### src/rtl/bfp_scale_ctrl_if.sv
// Clock and reset bundle shared by the FFT datapath blocks.
interface bfp_scale_ctrl_if;
   logic clock;
   logic reset;

   modport master (output clock, output reset);
   modport slave  (input clock, input reset);
endinterface

### src/rtl/bfp_scale_ctrl.sv
// Block-floating-point scaling controller: scans a frame through the shift-amount
// unit, picks one block shift, rewrites the frame in place and tracks the exponent.
module bfp_scale_ctrl #(
   parameter int width     = 8,
   parameter int shamtbits = 4,
   parameter int n_words   = 16,
   parameter int addr_bits = $clog2(n_words),
   parameter int exp_bits  = 6
) (
   bfp_scale_ctrl_if.slave             clk_rstn_i,
   input  logic                        start_i,
   input  logic                        exp_clr_i,
   output logic                        busy_o,
   output logic                        done_o,
   output logic                        mem_re_o,
   output logic [addr_bits-1:0]        mem_raddr_o,
   input  logic [width-1:0]            mem_rdata_i,
   output logic                        mem_we_o,
   output logic [addr_bits-1:0]        mem_waddr_o,
   output logic [width-1:0]            mem_wdata_o,
   output logic                        su_tvalid_o,
   output logic                        su_tlast_o,
   output logic [width-1:0]            su_data_o,
   output logic                        su_tready_o,
   input  logic                        su_tvalid_i,
   input  logic                        su_tlast_i,
   input  logic [width-1:0]            su_data_i,
   input  logic [shamtbits-1:0]        su_shamt_i,
   output logic [shamtbits-1:0]        shift_o,
   output logic signed [exp_bits-1:0]  blk_exp_o
);

   localparam int lbits = shamtbits - 1;
   localparam int cbits = addr_bits + 1;
   localparam int ebits = exp_bits + shamtbits;
   localparam logic [cbits-1:0] last_addr = cbits'(n_words - 1);
   localparam logic [cbits-1:0] full_cnt  = cbits'(n_words);
   localparam logic signed [ebits-1:0] exp_one = ebits'(1);
   localparam logic signed [ebits-1:0] exp_max = ebits'((1 << (exp_bits - 1)) - 1);
   localparam logic signed [ebits-1:0] exp_min = ebits'(-(1 << (exp_bits - 1)));

   generate
      if (!((width == 8 && shamtbits == 4) || (width == 16 && shamtbits == 5))) begin : g_bad_width
         $error("bfp_scale_ctrl: width/shamtbits must be 8/4 or 16/5");
      end
      if (n_words < 4 || (n_words & (n_words - 1)) != 0) begin : g_bad_len
         $error("bfp_scale_ctrl: n_words must be a power of two >= 4");
      end
   endgenerate

   typedef enum logic [2:0] {IDLE, SCAN, COLLECT, SCALE, DONE} state_t;

   logic clock, reset;
   state_t state, state_next;
   logic [cbits-1:0] cnt;
   logic any_r, any_r_n, dec_right, beat, need_right, need_scale;
   logic [lbits-1:0] min_l, min_l_n, beat_l, dec_l;
   logic [width-1:0] shifted;
   logic [shamtbits-1:0] dec_code;
   logic signed [ebits-1:0] exp_wide, exp_sum, exp_sat;

   assign clock = clk_rstn_i.clock;
   assign reset = clk_rstn_i.reset;

   always_ff @(posedge clock or posedge reset) begin
      if (reset) state <= IDLE;
      else       state <= state_next;
   end

   // Collection folds in the beat of the current cycle, so the tlast beat counts toward the decision.
   always_comb begin
      beat       = su_tvalid_i && (state == SCAN || state == COLLECT);
      beat_l     = su_shamt_i[lbits-1:0];
      any_r_n    = any_r | (beat & su_shamt_i[shamtbits-1]);
      min_l_n    = (beat && su_data_i != '0 && beat_l < min_l) ? beat_l : min_l;
      need_right = any_r_n;
      need_scale = any_r_n || (min_l_n != '1 && min_l_n != '0);
   end

   always_comb begin
      state_next  = state;
      busy_o      = 1'b0;
      done_o      = 1'b0;
      mem_re_o    = 1'b0;
      su_tready_o = 1'b0;
      case (state)
         IDLE: if (start_i) state_next = SCAN;
         SCAN: begin
            busy_o      = 1'b1;
            mem_re_o    = 1'b1;
            su_tready_o = 1'b1;
            if (cnt == last_addr) state_next = COLLECT;
         end
         COLLECT: begin
            busy_o      = 1'b1;
            su_tready_o = 1'b1;
            if (beat && su_tlast_i) state_next = need_scale ? SCALE : DONE;
         end
         SCALE: begin
            busy_o   = 1'b1;
            mem_re_o = (cnt < full_cnt);
            if (cnt == full_cnt) state_next = DONE;
         end
         DONE: begin
            busy_o     = 1'b1;
            done_o     = 1'b1;
            state_next = IDLE;
         end
         default: state_next = IDLE;
      endcase
   end

   always_comb begin
      mem_raddr_o = mem_re_o ? cnt[addr_bits-1:0] : '0;
      su_data_o   = su_tvalid_o ? mem_rdata_i : '0;
      if (dec_right) shifted = $signed(mem_rdata_i) >>> 1;
      else           shifted = mem_rdata_i << dec_l;
      mem_wdata_o = mem_we_o ? shifted : '0;
      dec_code    = dec_right ? {1'b1, {lbits{1'b0}}} : {1'b0, dec_l};
   end

   // Exponent arithmetic is done wide so the saturation compare cannot wrap.
   always_comb begin
      exp_wide = {{shamtbits{blk_exp_o[exp_bits-1]}}, blk_exp_o};
      if (dec_right) exp_sum = exp_wide + exp_one;
      else           exp_sum = exp_wide - $signed({{(ebits-lbits){1'b0}}, dec_l});
      if (exp_sum > exp_max)      exp_sat = exp_max;
      else if (exp_sum < exp_min) exp_sat = exp_min;
      else                        exp_sat = exp_sum;
   end

   always_ff @(posedge clock or posedge reset) begin
      if (reset) begin
         cnt         <= '0;
         any_r       <= 1'b0;
         min_l       <= '1;
         dec_right   <= 1'b0;
         dec_l       <= '0;
         su_tvalid_o <= 1'b0;
         su_tlast_o  <= 1'b0;
         mem_we_o    <= 1'b0;
         mem_waddr_o <= '0;
         shift_o     <= '0;
         blk_exp_o   <= '0;
      end else begin
         su_tvalid_o <= (state == SCAN);
         su_tlast_o  <= (state == SCAN) && (cnt == last_addr);
         mem_we_o    <= (state == SCALE) && mem_re_o;
         mem_waddr_o <= mem_raddr_o;
         case (state)
            IDLE: begin
               cnt <= '0;
               if (exp_clr_i) blk_exp_o <= '0;
               if (start_i) begin
                  any_r <= 1'b0;
                  min_l <= '1;
               end
            end
            SCAN: begin
               cnt   <= (cnt == last_addr) ? '0 : cnt + 1'b1;
               any_r <= any_r_n;
               min_l <= min_l_n;
            end
            COLLECT: begin
               any_r <= any_r_n;
               min_l <= min_l_n;
               if (beat && su_tlast_i) begin
                  dec_right <= need_right;
                  dec_l     <= min_l_n;
                  if (!need_scale) shift_o <= '0;
               end
            end
            SCALE: begin
               cnt <= cnt + 1'b1;
               if (cnt == full_cnt) begin
                  shift_o   <= dec_code;
                  blk_exp_o <= exp_sat[exp_bits-1:0];
               end
            end
            default: cnt <= '0;
         endcase
      end
   end

endmodule

### src/flat_wrapper.sv
// flat-port wrapper written by rule: the top's interface ports become plain ports
module bfp_scale_ctrl_flat 
#(
   parameter int width     = 8,
   parameter int shamtbits = 4,
   parameter int n_words   = 16,
   parameter int addr_bits = $clog2(n_words),
   parameter int exp_bits  = 6
)
  (start_i, exp_clr_i, busy_o, done_o, mem_re_o, mem_raddr_o, mem_rdata_i, mem_we_o, mem_waddr_o, mem_wdata_o, su_tvalid_o, su_tlast_o, su_data_o, su_tready_o, su_tvalid_i, su_tlast_i, su_data_i, su_shamt_i, shift_o, blk_exp_o, clk_rstn_i_clock, clk_rstn_i_reset);
  bfp_scale_ctrl_if clk_rstn_i_i ();
  input  logic start_i;
  input  logic exp_clr_i;
  output logic busy_o;
  output logic done_o;
  output logic mem_re_o;
  output logic [addr_bits-1:0] mem_raddr_o;
  input  logic [width-1:0] mem_rdata_i;
  output logic mem_we_o;
  output logic [addr_bits-1:0] mem_waddr_o;
  output logic [width-1:0] mem_wdata_o;
  output logic su_tvalid_o;
  output logic su_tlast_o;
  output logic [width-1:0] su_data_o;
  output logic su_tready_o;
  input  logic su_tvalid_i;
  input  logic su_tlast_i;
  input  logic [width-1:0] su_data_i;
  input  logic [shamtbits-1:0] su_shamt_i;
  output logic [shamtbits-1:0] shift_o;
  output logic signed [exp_bits-1:0] blk_exp_o;
  input wire logic [$bits(clk_rstn_i_i.clock)-1:0] clk_rstn_i_clock;
  input wire logic [$bits(clk_rstn_i_i.reset)-1:0] clk_rstn_i_reset;
  assign clk_rstn_i_i.clock = clk_rstn_i_clock;
  assign clk_rstn_i_i.reset = clk_rstn_i_reset;
  bfp_scale_ctrl #(.width(width), .shamtbits(shamtbits), .n_words(n_words), .addr_bits(addr_bits), .exp_bits(exp_bits)) u_core (.clk_rstn_i(clk_rstn_i_i), .start_i(start_i), .exp_clr_i(exp_clr_i), .busy_o(busy_o), .done_o(done_o), .mem_re_o(mem_re_o), .mem_raddr_o(mem_raddr_o), .mem_rdata_i(mem_rdata_i), .mem_we_o(mem_we_o), .mem_waddr_o(mem_waddr_o), .mem_wdata_o(mem_wdata_o), .su_tvalid_o(su_tvalid_o), .su_tlast_o(su_tlast_o), .su_data_o(su_data_o), .su_tready_o(su_tready_o), .su_tvalid_i(su_tvalid_i), .su_tlast_i(su_tlast_i), .su_data_i(su_data_i), .su_shamt_i(su_shamt_i), .shift_o(shift_o), .blk_exp_o(blk_exp_o));
endmodule
### config.mk
export PLATFORM = sky130hd
export DESIGN_NAME = bfp_scale_ctrl_flat
export DESIGN_NICKNAME = d
export VERILOG_FILES = /design/src/rtl/bfp_scale_ctrl_if.sv /design/src/rtl/bfp_scale_ctrl.sv /design/src/flat_wrapper.sv
export SDC_FILE = /design/constraint.sdc
export NUM_CORES = 1
export LEC_CHECK = 0
export BUFFER_PORTS_ARGS = -buffer_cell sky130_fd_sc_hd__buf_2
export CAP_MARGIN = 5
export CORE_ASPECT_RATIO = 0.6
export CORE_MARGIN = 2
export CORE_UTILIZATION = 38
export DETAILED_ROUTE_END_ITERATION = 10
export GPL_TIMING_DRIVEN = 0
export PLACE_DENSITY_LB_ADDON = 0.12
export REMOVE_ABC_BUFFERS = 1
export SYNTH_ARGS = -nofsm -noshare
export SYNTH_HDL_FRONTEND = slang
export SYNTH_SLANG_ARGS = --single-unit
### constraint.sdc
create_clock -name clk_rstn_i_clock -period 3.7 [get_ports clk_rstn_i_clock]
set_input_delay 0.555 -clock clk_rstn_i_clock [delete_from_list [all_inputs] [get_ports clk_rstn_i_clock]]
set_output_delay 0.555 -clock clk_rstn_i_clock [all_outputs]
set_load 0.01 [all_outputs]
# Word-level counts from Yosys, hierarchy flattened
# Index checks and enable logic that the tools add are counted.
[op_classes]
addsub = 3
order_cmp = 4
eq_ne = 13
shifts = 1
muxes = 32
bitwise_logic = 2
reduce_logical = 22
[ops]
columns = ["op", "n"]
rows = [
  ["$mux 6", 4],
  ["$mux 8", 3],
  ["$mux 3", 7],
  ["$mux 4", 5],
  ["$pmux 5 s3", 1],
  ["$pmux 3 s4", 1],
  ["$pmux 6 s2", 1],
  ["$gt 10x6->1 const B", 1],
  ["$lt 10x6->1 const B", 1],
  ["$mux 10", 1],
  ["$ne 2x2->1 const B", 5],
  ["$pmux 4 s2", 1],
  ["$reduce_and 4->1", 2],
  ["$reduce_bool 8->1", 1],
  ["$shl 8x3->8", 1],
  ["$add 6x2->7 const B", 1],
  ["$logic_and 1x1->1", 7],
  ["$sub 6x4->7", 1],
  ["$eq 3x2->1 const B", 2],
  ["$pmux 3 s2", 1],
  ["$reduce_bool 2->1", 3],
  ["$add 5x1->5 const B", 1],
  ["$eq 5x4->1 const B", 1],
  ["$eq 5x5->1 const B", 1],
  ["other kinds (18)", 24],
]
[totals]
reg_bits = 33
input_bits = 26
out_inout_bits = 41

# Depth between registers and ports, before layout
# Gate-level depths: netlist of the first run.
[depth]
word_depth = 12
depth_mapped = 11
depth_no_buf = 10

# Least setup slack after synthesis of the first run
# No wires, ideal clock.
[synth_timing]
path_type = "reg-to-reg"
startpoint = "reg u_core.dec_l[1]"
endpoint = "reg u_core.blk_exp_o[2]"
t_arrival_ns = 2.774
setup_slack_ns = 0.789
stages_incl_launch_ff = 12
path_buffers = 1
cell_sequence = "dfrtp_1 > clkbuf_1 > inv_1 > ha_1 > ha_1 > nor2b_1 > ha_1 > nor2b_1 > o31a_1 > a211o_1 > a21oi_1 > o311ai_1"
[synth_via]
elab_chain_cells = 7
[synth_lines]
columns = ["item", "line", "text"]
rows = [
  ["from (decl)", "bfp_scale_ctrl.sv:57", "logic [lbits-1:0] min_l, min_l_n, beat_l, dec_l;"],
  ["from (signal assigned)", "bfp_scale_ctrl.sv:169", "dec_l <= min_l_n;"],
  ["$sub 6x4->7 *", "bfp_scale_ctrl.sv:126", "else exp_sum = exp_wide - $signed({{(ebits-lbits){1'b0}}, dec_l});"],
  ["$mux 10 *", "bfp_scale_ctrl.sv:125", "if (dec_right) exp_sum = exp_wide + exp_one;"],
  ["$lt 10x6->1", "bfp_scale_ctrl.sv:128", "else if (exp_sum < exp_min) exp_sat = exp_min;"],
  ["$mux 6", "bfp_scale_ctrl.sv:128", ""],
  ["$mux 6 *", "bfp_scale_ctrl.sv:127", "if (exp_sum > exp_max) exp_sat = exp_max;"],
  ["$mux 6 *", "bfp_scale_ctrl.sv:175", "if (cnt == full_cnt) begin"],
  ["$pmux 6 s2 *", "bfp_scale_ctrl.sv:150", "case (state)"],
  ["to (signal assigned)", "bfp_scale_ctrl.sv:177", "blk_exp_o <= exp_sat[exp_bits-1:0];"],
  ["to (decl)", "bfp_scale_ctrl.sv:30", "output logic signed [exp_bits-1:0] blk_exp_o"],
]
# Every way passes the cells marked *; elsewhere a longest branch is shown, timed or not. The select of a mux whose other input is x is not followed.
# A chain may end at the register's enable or synchronous reset.

# Worst setup path in the final report of the first run
[layout_timing]
startpoint = "reg u_core.dec_l[0]"
endpoint = "reg u_core.blk_exp_o[3]"
# The elaborated chain is that of the path after synthesis.

==> impl_metrics.py, run 1 <==
metrics = {
    "synthesis": {
        "synth.yosys.seq_area_share_pct": 33.7,
        "synth_cells": 272,
        "postSynthRegisterBits": 33,
        "yosysWarnings": 0,
        "edff_count_synth": 0,
        "syn-cell-area_mm2": 0.00246,
        "syn-mean-instance-area_um2": 9.04,
        "dominantRegCellSynth": "dfrtp_1",
        "ys_async_sr_fraction_pct": 100,
        "synth.distinct_cells": 56,
    },
    "timing": {
        "worst-slew-pin-transition_ns": 0.705,
        "hold_violations": 0,
        "setup_tns_ns": 0,
        "skew_ns": 0.00177,
        "final-max-slew-violation-count": 0,
        "slew-limit-headroom_pct": 52.9,
        "finish_stage_setup_viols": 0,
        "rsz0062_at_grt": "false",
        "finalHoldWorstSlack_ns": 0.381,
        "timing.final.crit_period_ns": 3.20,
        "highest_attainable_clock_frequency_ghz": 0.312,
        "final.period_utilization_pct": 86.6,
    },
    "clock_network": {
        "h-tree-depth": 2,
        "clock_tree.root_cell": "clkbuf_8",
        "post_cts_buffers": 0,
        "path_clk_slew_ns": 0.07,
        "post_cts_hold_buffer_count": 0,
        "cts.sink_count": 33,
        "numCtsBuffers": 5,
        "clk-insertion-delay-late_ns": 0.28,
        "cts.path.max_buffers": 2,
        "tritoncts": "yes",
        "cts.repair.resized": 0,
    },
    "pwr": {
        "cellLeakagePower_nw": 1.44,
        "vdd.ir_drop.worst_uv": 342,
        "cellInternalPower_mw": 1.22,
        "power_switching_mw": 1.09,
        "share_clk_of_total_power_pct": 11.4,
        "combPwrFrac_pct": 57.3,
        "power.share.switching_pct": 47.2,
        "power.density_cell_area_mw_per_mm2": 788,
        "power.sequential.fraction_pct": 31.3,
    },
    "grt": {
        "grt_first_pass_wirelength_mm": 10.0,
        "via_count_of_the_first_global_routing_pass": 2005,
        "grt_use_total_pct": 17.9,
        "antenna_found_initial": 0,
        "grt_start_max_net_pins": 34,
        "global_route.overflow_total": 0,
    },
    "setup_path": {
        "data_required_time_of_the_critical_path_ns": 3.85,
        "critPathMostFrequentCell": "ha_1",
        "critical_path.endpoint_type": "flip-flop",
        "path_cells": "inv_1, ha_1, ha_1, nor2b_1, ha_1, nor2b_1, o31a_1, a211o_1, a21oi_1, o311ai_1",
        "max_stage_delay_ns": 0.66,
        "cp-startpoint": "u_core.dec_l[0]",
        "timing.critical_path.arrival_ns": 3.35,
        "path_max_fanout": 13,
        "worst_reg2reg_startpoint": "u_core.dec_l[0]",
        "timing_worst_setup_path_type": "reg2reg",
        "timing.critical_path.slowest_stage_cell": "dfrtp_1",
        "critical_path.startpoint_type": "flip-flop",
    },
    "die": {
        "die_area_mm2": 0.00715,
        "initial_standard_cell_utilization_of_the_core_pct": 39.7,
        "core-area_mm2": 0.00619,
        "boundary_pin_count": 67,
        "die_h_um": 66.3,
        "rows": 22,
        "floorplan.die.width_um": 108,
    },
    "detailed_routing": {
        "drt.antenna.violating_nets": 0,
        "vias": 2198,
        "drc": 0,
        "first_drt_pass_iteration_count": 4,
        "viasPerCell": 5.22,
        "wl_mm": 6.03,
        "detail_routed_net_length_per_standard_cell_um": 14.3,
        "starting_drc_count_in_detailed_routing": 144,
    },
    "finish": {
        "final_layout_size_suffix_gt1_share_pct": 26.4,
        "design.final.nets": 377,
        "synthToLayoutAreaGrowth_pct": 19.5,
        "diodes": 0,
    },
    "place": {
        "gp_congestion": 0.775,
        "port_buffers": 66,
        "dp_hpwl_mm": 4.57,
    },
    "run_status": {
        "outcome": "complete, no violations",
    },
    "min_path": {
        "holdCritPathClass": "in2async",
    },
    "job": {
        "max_cap_violations": 0,
    },
}
[worst paths after layout]
kind	endpoint	slack (ns)	cells after the start
worst max-delay path	u_core.blk_exp_o[3]	0.50	10
min in group clk_rstn_i_clock	u_core.any_r	0.52	1
max in group asynchronous	u_core.dec_l[1]	2.86	2
worst min register to register	u_core.any_r	0.52	1
worst max register to register	u_core.blk_exp_o[3]	0.50	10
worst min-delay path	u_core.blk_exp_o[1]	0.38	2
[critical path, delay by kind of cell, from the launching register on]
| family | cells | cell delay [ns] |
|---|---|---|
| compound gates | 4 | 1.15 |
| simple gates | 2 | 0.31 |
| flops | 1 | 0.66 |
| fa+ha+maj | 3 | 0.82 |
| buf+inv | 1 | 0.12 |
[final cells by class]
| type | instances | area (µm²) |
|---|---|---|
| Inverter | 18 | 67.6 |
| Multi-Input combinational cell | 212 | 1530 |
| Clock buffer | 8 | 80.1 |
| Tap cell | 84 | 105 |
| Sequential cell | 33 | 830 |
| Timing Repair Buffer | 66 | 330 |
| Fill cell | 620 | 3250 |
[sequential cells by signal (all words and copies together), names as in the netlist, 3 cells and up]
| signal | flops |
|---|---|
| u_core.blk_exp_o | 6 |
| u_core.cnt | 5 |
| u_core.dec_l | 3 |
| u_core.mem_waddr_o | 4 |
| u_core.min_l | 3 |
| u_core.shift_o | 4 |
| u_core.state | 3 |
[layer usage]
metal,up-vias,GRT usage [%],routed length [µm]
li1,1117,-,-
met3,2,4.14,308
met1,1032,28.8,3340
met5,-,0,0
met2,47,23.7,2360
met4,0,2.88,19
[power groups by stage]
stage / logic (mW) / registers, mW / clock network (mW)
2_1_floorplan: 0.968 / 0.692 / 0
3_3_place_gp: 1.31 / 0.734 / 0
3_5_place_dp: 1.32 / 0.735 / 0
4_1_cts: 1.33 / 0.729 / 0.269
5_1_grt: 1.49 / 0.757 / 0.290
6_report: 1.33 / 0.725 / 0.264
[stage by stage]
stage | cells | util (%) | instance area, µm² | total power [mW] | worst slack (ns)
floorplan | 263 | - | 2420 | 1.66 | 0.884
global placement | 413 | 46.2 | 2860 | 2.04 | 0.535
detailed placement | 413 | 46.2 | 2860 | 2.06 | 0.537
CTS | 421 | 47.5 | 2940 | 2.33 | 0.527
global route | 421 | 47.5 | 2940 | 2.53 | 0.344
finish | 421 | 47.5 | 2940 | 2.32 | 0.496
[cells in the final DEF (no fill, tap or decap), types with 4 or more instances in the layout]
master and instances:
a21o_1 4, a21oi_1 25, and2_1 14, o21ai_0 11
mux2i_1 7, nand2_1 18, a22oi_1 7, a211oi_1 4
clkbuf_8 5, dfrtp_1 30, ha_1 14, nand3_1 8
nand2b_1 6, a32oi_1 4, nor2_1 20, buf_2 66
mux4_2 4, inv_1 17, nor2b_1 13
[cells in the mapped netlist, types with 6 or more instances]
cell / instances / area, µm²
dfrtp_1: 30 / 751
a21oi_1: 25 / 125
nor2_1: 20 / 75.1
inv_1: 18 / 67.6
nand2_1: 18 / 67.6
and2_1: 14 / 87.6
ha_1: 14 / 175
nor2b_1: 13 / 81.3
o21ai_0: 11 / 55.1
nand3_1: 8 / 40.0
a22oi_1: 7 / 52.6
clkbuf_1: 7 / 26.3
mux2i_1: 7 / 70.1
nand2b_1: 6 / 37.5
[cells by family (layout without fill, tap and decap cells)]
logic type | count (synthesis) | after routing | synth area share, %
flip-flops | 33 | 33 | 33.7
multiplexers | 12 | 12 | 7.12
AO/OA/AOI/OAI | 82 | 82 | 23.6
XOR/XNOR | 5 | 5 | 1.78
buffers and inverters | 27 | 92 | 4.22
AND/OR/NAND/NOR | 98 | 98 | 21.7
adder cells (fa/ha/maj) | 15 | 15 | 7.94
Note: power is estimated with default switching activity, not from simulation.
==> run 2: changes to the inputs <==
--- a/config.mk
+++ b/config.mk
@@ -8,7 +8,6 @@
 export BUFFER_PORTS_ARGS = -buffer_cell sky130_fd_sc_hd__buf_2
 export CAP_MARGIN = 5
 export CORE_ASPECT_RATIO = 0.6
-export CORE_MARGIN = 2
 export CORE_UTILIZATION = 38
 export DETAILED_ROUTE_END_ITERATION = 10
 export GPL_TIMING_DRIVEN = 0
==> run 2 against run 1 <==
Net effect:
- count of clock-buffer cells in the layout decreased by 1
- combinational power about the same
- flip-flop and latch count unchanged
- largest power group unchanged
- fmax increased by 0.85%
- routed wire length increased by 1.5%
- clock skew increased by 0.0060 ns
- clock power increased by 36%
- first-iteration DRC count increased by 10%
- core utilization increased by 1.1 points
- critical path type unchanged
- register-to-register slack improved by 0.03 ns
- cell count increased by 0.24%
==> impl_metrics.py, run 2 (synthesized netlist as in run 1, its figures left out) <==
metrics = {
    "pwr": {
        "power.density_cell_area_mw_per_mm2": 808,
        "combPwrFrac_pct": 55.0,
        "cellInternalPower_mw": 1.31,
        "vdd.ir_drop.worst_uv": 314,
        "power_switching_mw": 1.11,
        "power.share.switching_pct": 45.8,
        "share_clk_of_total_power_pct": 14.8,
        "power.sequential.fraction_pct": 30.2,
        "cellLeakagePower_nw": 1.47,
    },
    "timing": {
        "slew-limit-headroom_pct": 53.9,
        "layout_setup_ws_ns": 0.523,
        "finalHoldWorstSlack_ns": 0.180,
        "setup_tns_ns": 0,
        "highest_attainable_clock_frequency_ghz": 0.315,
        "timing.final.crit_period_ns": 3.18,
        "worst-slew-pin-transition_ns": 0.691,
        "finish_stage_setup_viols": 0,
        "hold_violations": 0,
        "final-max-slew-violation-count": 0,
        "skew_ns": 0.00779,
        "rsz0062_at_grt": "false",
        "final.period_utilization_pct": 85.9,
    },
    "die": {
        "boundary_pin_count": 67,
        "initial_standard_cell_utilization_of_the_core_pct": 39.9,
        "rows": 22,
        "die_area_mm2": 0.00681,
        "core-area_mm2": 0.00617,
        "die_h_um": 64.3,
        "floorplan.die.width_um": 106,
    },
    "finish": {
        "diodes": 0,
        "largest_register_ff_count": 6,
        "registers.top_by_ff_count": "u_core.blk_exp_o",
        "design.final.nets": 378,
        "final_layout_size_suffix_gt1_share_pct": 26.9,
        "synthToLayoutAreaGrowth_pct": 21.8,
        "n_fill_cell": 612,
        "reg_top3": "u_core.blk_exp_o (6), u_core.cnt (5)",
        "mostFrequentLayoutCells": "buf_2 (66), dfrtp_1 (30), a21oi_1 (25), nor2_1 (20), nand2_1 (18)",
        "layout.cells.most_common": "buf_2",
    },
    "place": {
        "dp_hpwl_mm": 4.60,
        "preCtsSetupSlack_ns": 0.519,
        "port_buffers": 66,
        "gp_congestion": 0.757,
    },
    "clock_network": {
        "path_clk_slew_ns": 0.07,
        "clk-insertion-delay-late_ns": 0.29,
        "cts.sink_count": 33,
        "clock_tree.root_cell": "clkbuf_8",
        "cts.repair.resized": 0,
        "post_cts_hold_buffer_count": 0,
        "cts.path.max_buffers": 2,
        "numCtsBuffers": 5,
        "post_cts_buffers": 0,
        "h-tree-depth": 2,
        "tritoncts": "yes",
    },
    "grt": {
        "antenna_found_initial": 0,
        "grt_first_pass_wirelength_mm": 10.1,
        "grt_use_total_pct": 19.0,
        "via_count_of_the_first_global_routing_pass": 1964,
        "grt_start_max_net_pins": 34,
        "global_route.overflow_total": 0,
    },
    "detailed_routing": {
        "wl_mm": 6.12,
        "detail_routed_net_length_per_standard_cell_um": 14.5,
        "drt.antenna.violating_nets": 0,
        "first_drt_pass_iteration_count": 4,
        "starting_drc_count_in_detailed_routing": 159,
        "viasPerCell": 5.37,
        "vias": 2267,
        "drc": 0,
    },
    "setup_path": {
        "ff2ff_setup_slack_ns": 0.52,
        "cp-startpoint": "u_core.dec_l[0]",
        "path_max_fanout": 13,
        "timing.critical_path.arrival_ns": 3.33,
        "data_required_time_of_the_critical_path_ns": 3.86,
        "critical_path.endpoint_type": "flip-flop",
        "timing_worst_setup_path_type": "reg2reg",
        "critical_path.startpoint_type": "flip-flop",
        "worst_reg2reg_startpoint": "u_core.dec_l[0]",
    },
    "run_status": {
        "outcome": "complete, no violations",
    },
    "job": {
        "max_cap_violations": 0,
    },
    "min_path": {
        "holdCritPathClass": "in2async",
    },
}
[run 2: final cells by class]
| class | count | area (µm²) | area share [%] |
|---|---|---|---|
| clock buffer | 7 | 86.3 | 2.88 |
| clock inverter | 1 | 30.0 | 1.00 |
| sequential | 33 | 830 | 27.7 |
| multi-input combinational | 212 | 1530 | 51.0 |
| inverter | 18 | 67.6 | 2.26 |
| timing repair buffer | 67 | 350 | 11.7 |
| tap | 84 | 105 | 3.51 |
[run 2: final timing paths]
path                                               to  cells after the start
max in group asynchronous             u_core.min_l[1]                      3
worst max register to register    u_core.blk_exp_o[2]                     10
worst max-delay path              u_core.blk_exp_o[2]                     10
min in group clk_rstn_i_clock            u_core.any_r                      1
worst min-delay path            u_core.mem_waddr_o[2]                      2
worst min register to register           u_core.any_r                      1
[run 2: power groups by stage]
stage | Clock (mW) | Combinational, mW | Sequential [mW]
after global placement | 0 | 1.30 | 0.734
after detailed placement | 0 | 1.32 | 0.735
after floorplan | 0 | 0.968 | 0.692
final | 0.359 | 1.33 | 0.731
after global routing | 0.385 | 1.49 | 0.765
after CTS | 0.368 | 1.33 | 0.729
[run 2: per-stage QoR]
stage / util [%] / cells / power, mW / instance area (µm²)
2_1_floorplan: - / 263 / 1.66 / 2420
3_3_place_gp: 46.4 / 413 / 2.03 / 2860
3_5_place_dp: 46.4 / 413 / 2.06 / 2860
4_1_cts: 48.3 / 421 / 2.43 / 2980
5_1_grt: 48.6 / 422 / 2.64 / 3000
6_report: 48.6 / 422 / 2.42 / 3000
[run 2: critical path, cell delays in order, from the launching register on]
cell and delay [ns]:
dfrtp_1 0.67, inv_1 0.13, ha_1 0.22, ha_1 0.25, nor2b_1 0.15, ha_1 0.35
nor2b_1 0.16, o31a_1 0.28, a211o_1 0.41, a21oi_1 0.29, o311ai_1 0.14
[run 2: metal layers]
layer  up-vias  GRT usage [%]  share of wire [%]
li1       1125              -                  -
met1      1073           29.8                 53
met2        67           25.0                 40
met3         2           5.51                6.3
met4         0           3.99               0.36
met5         -              0                  0
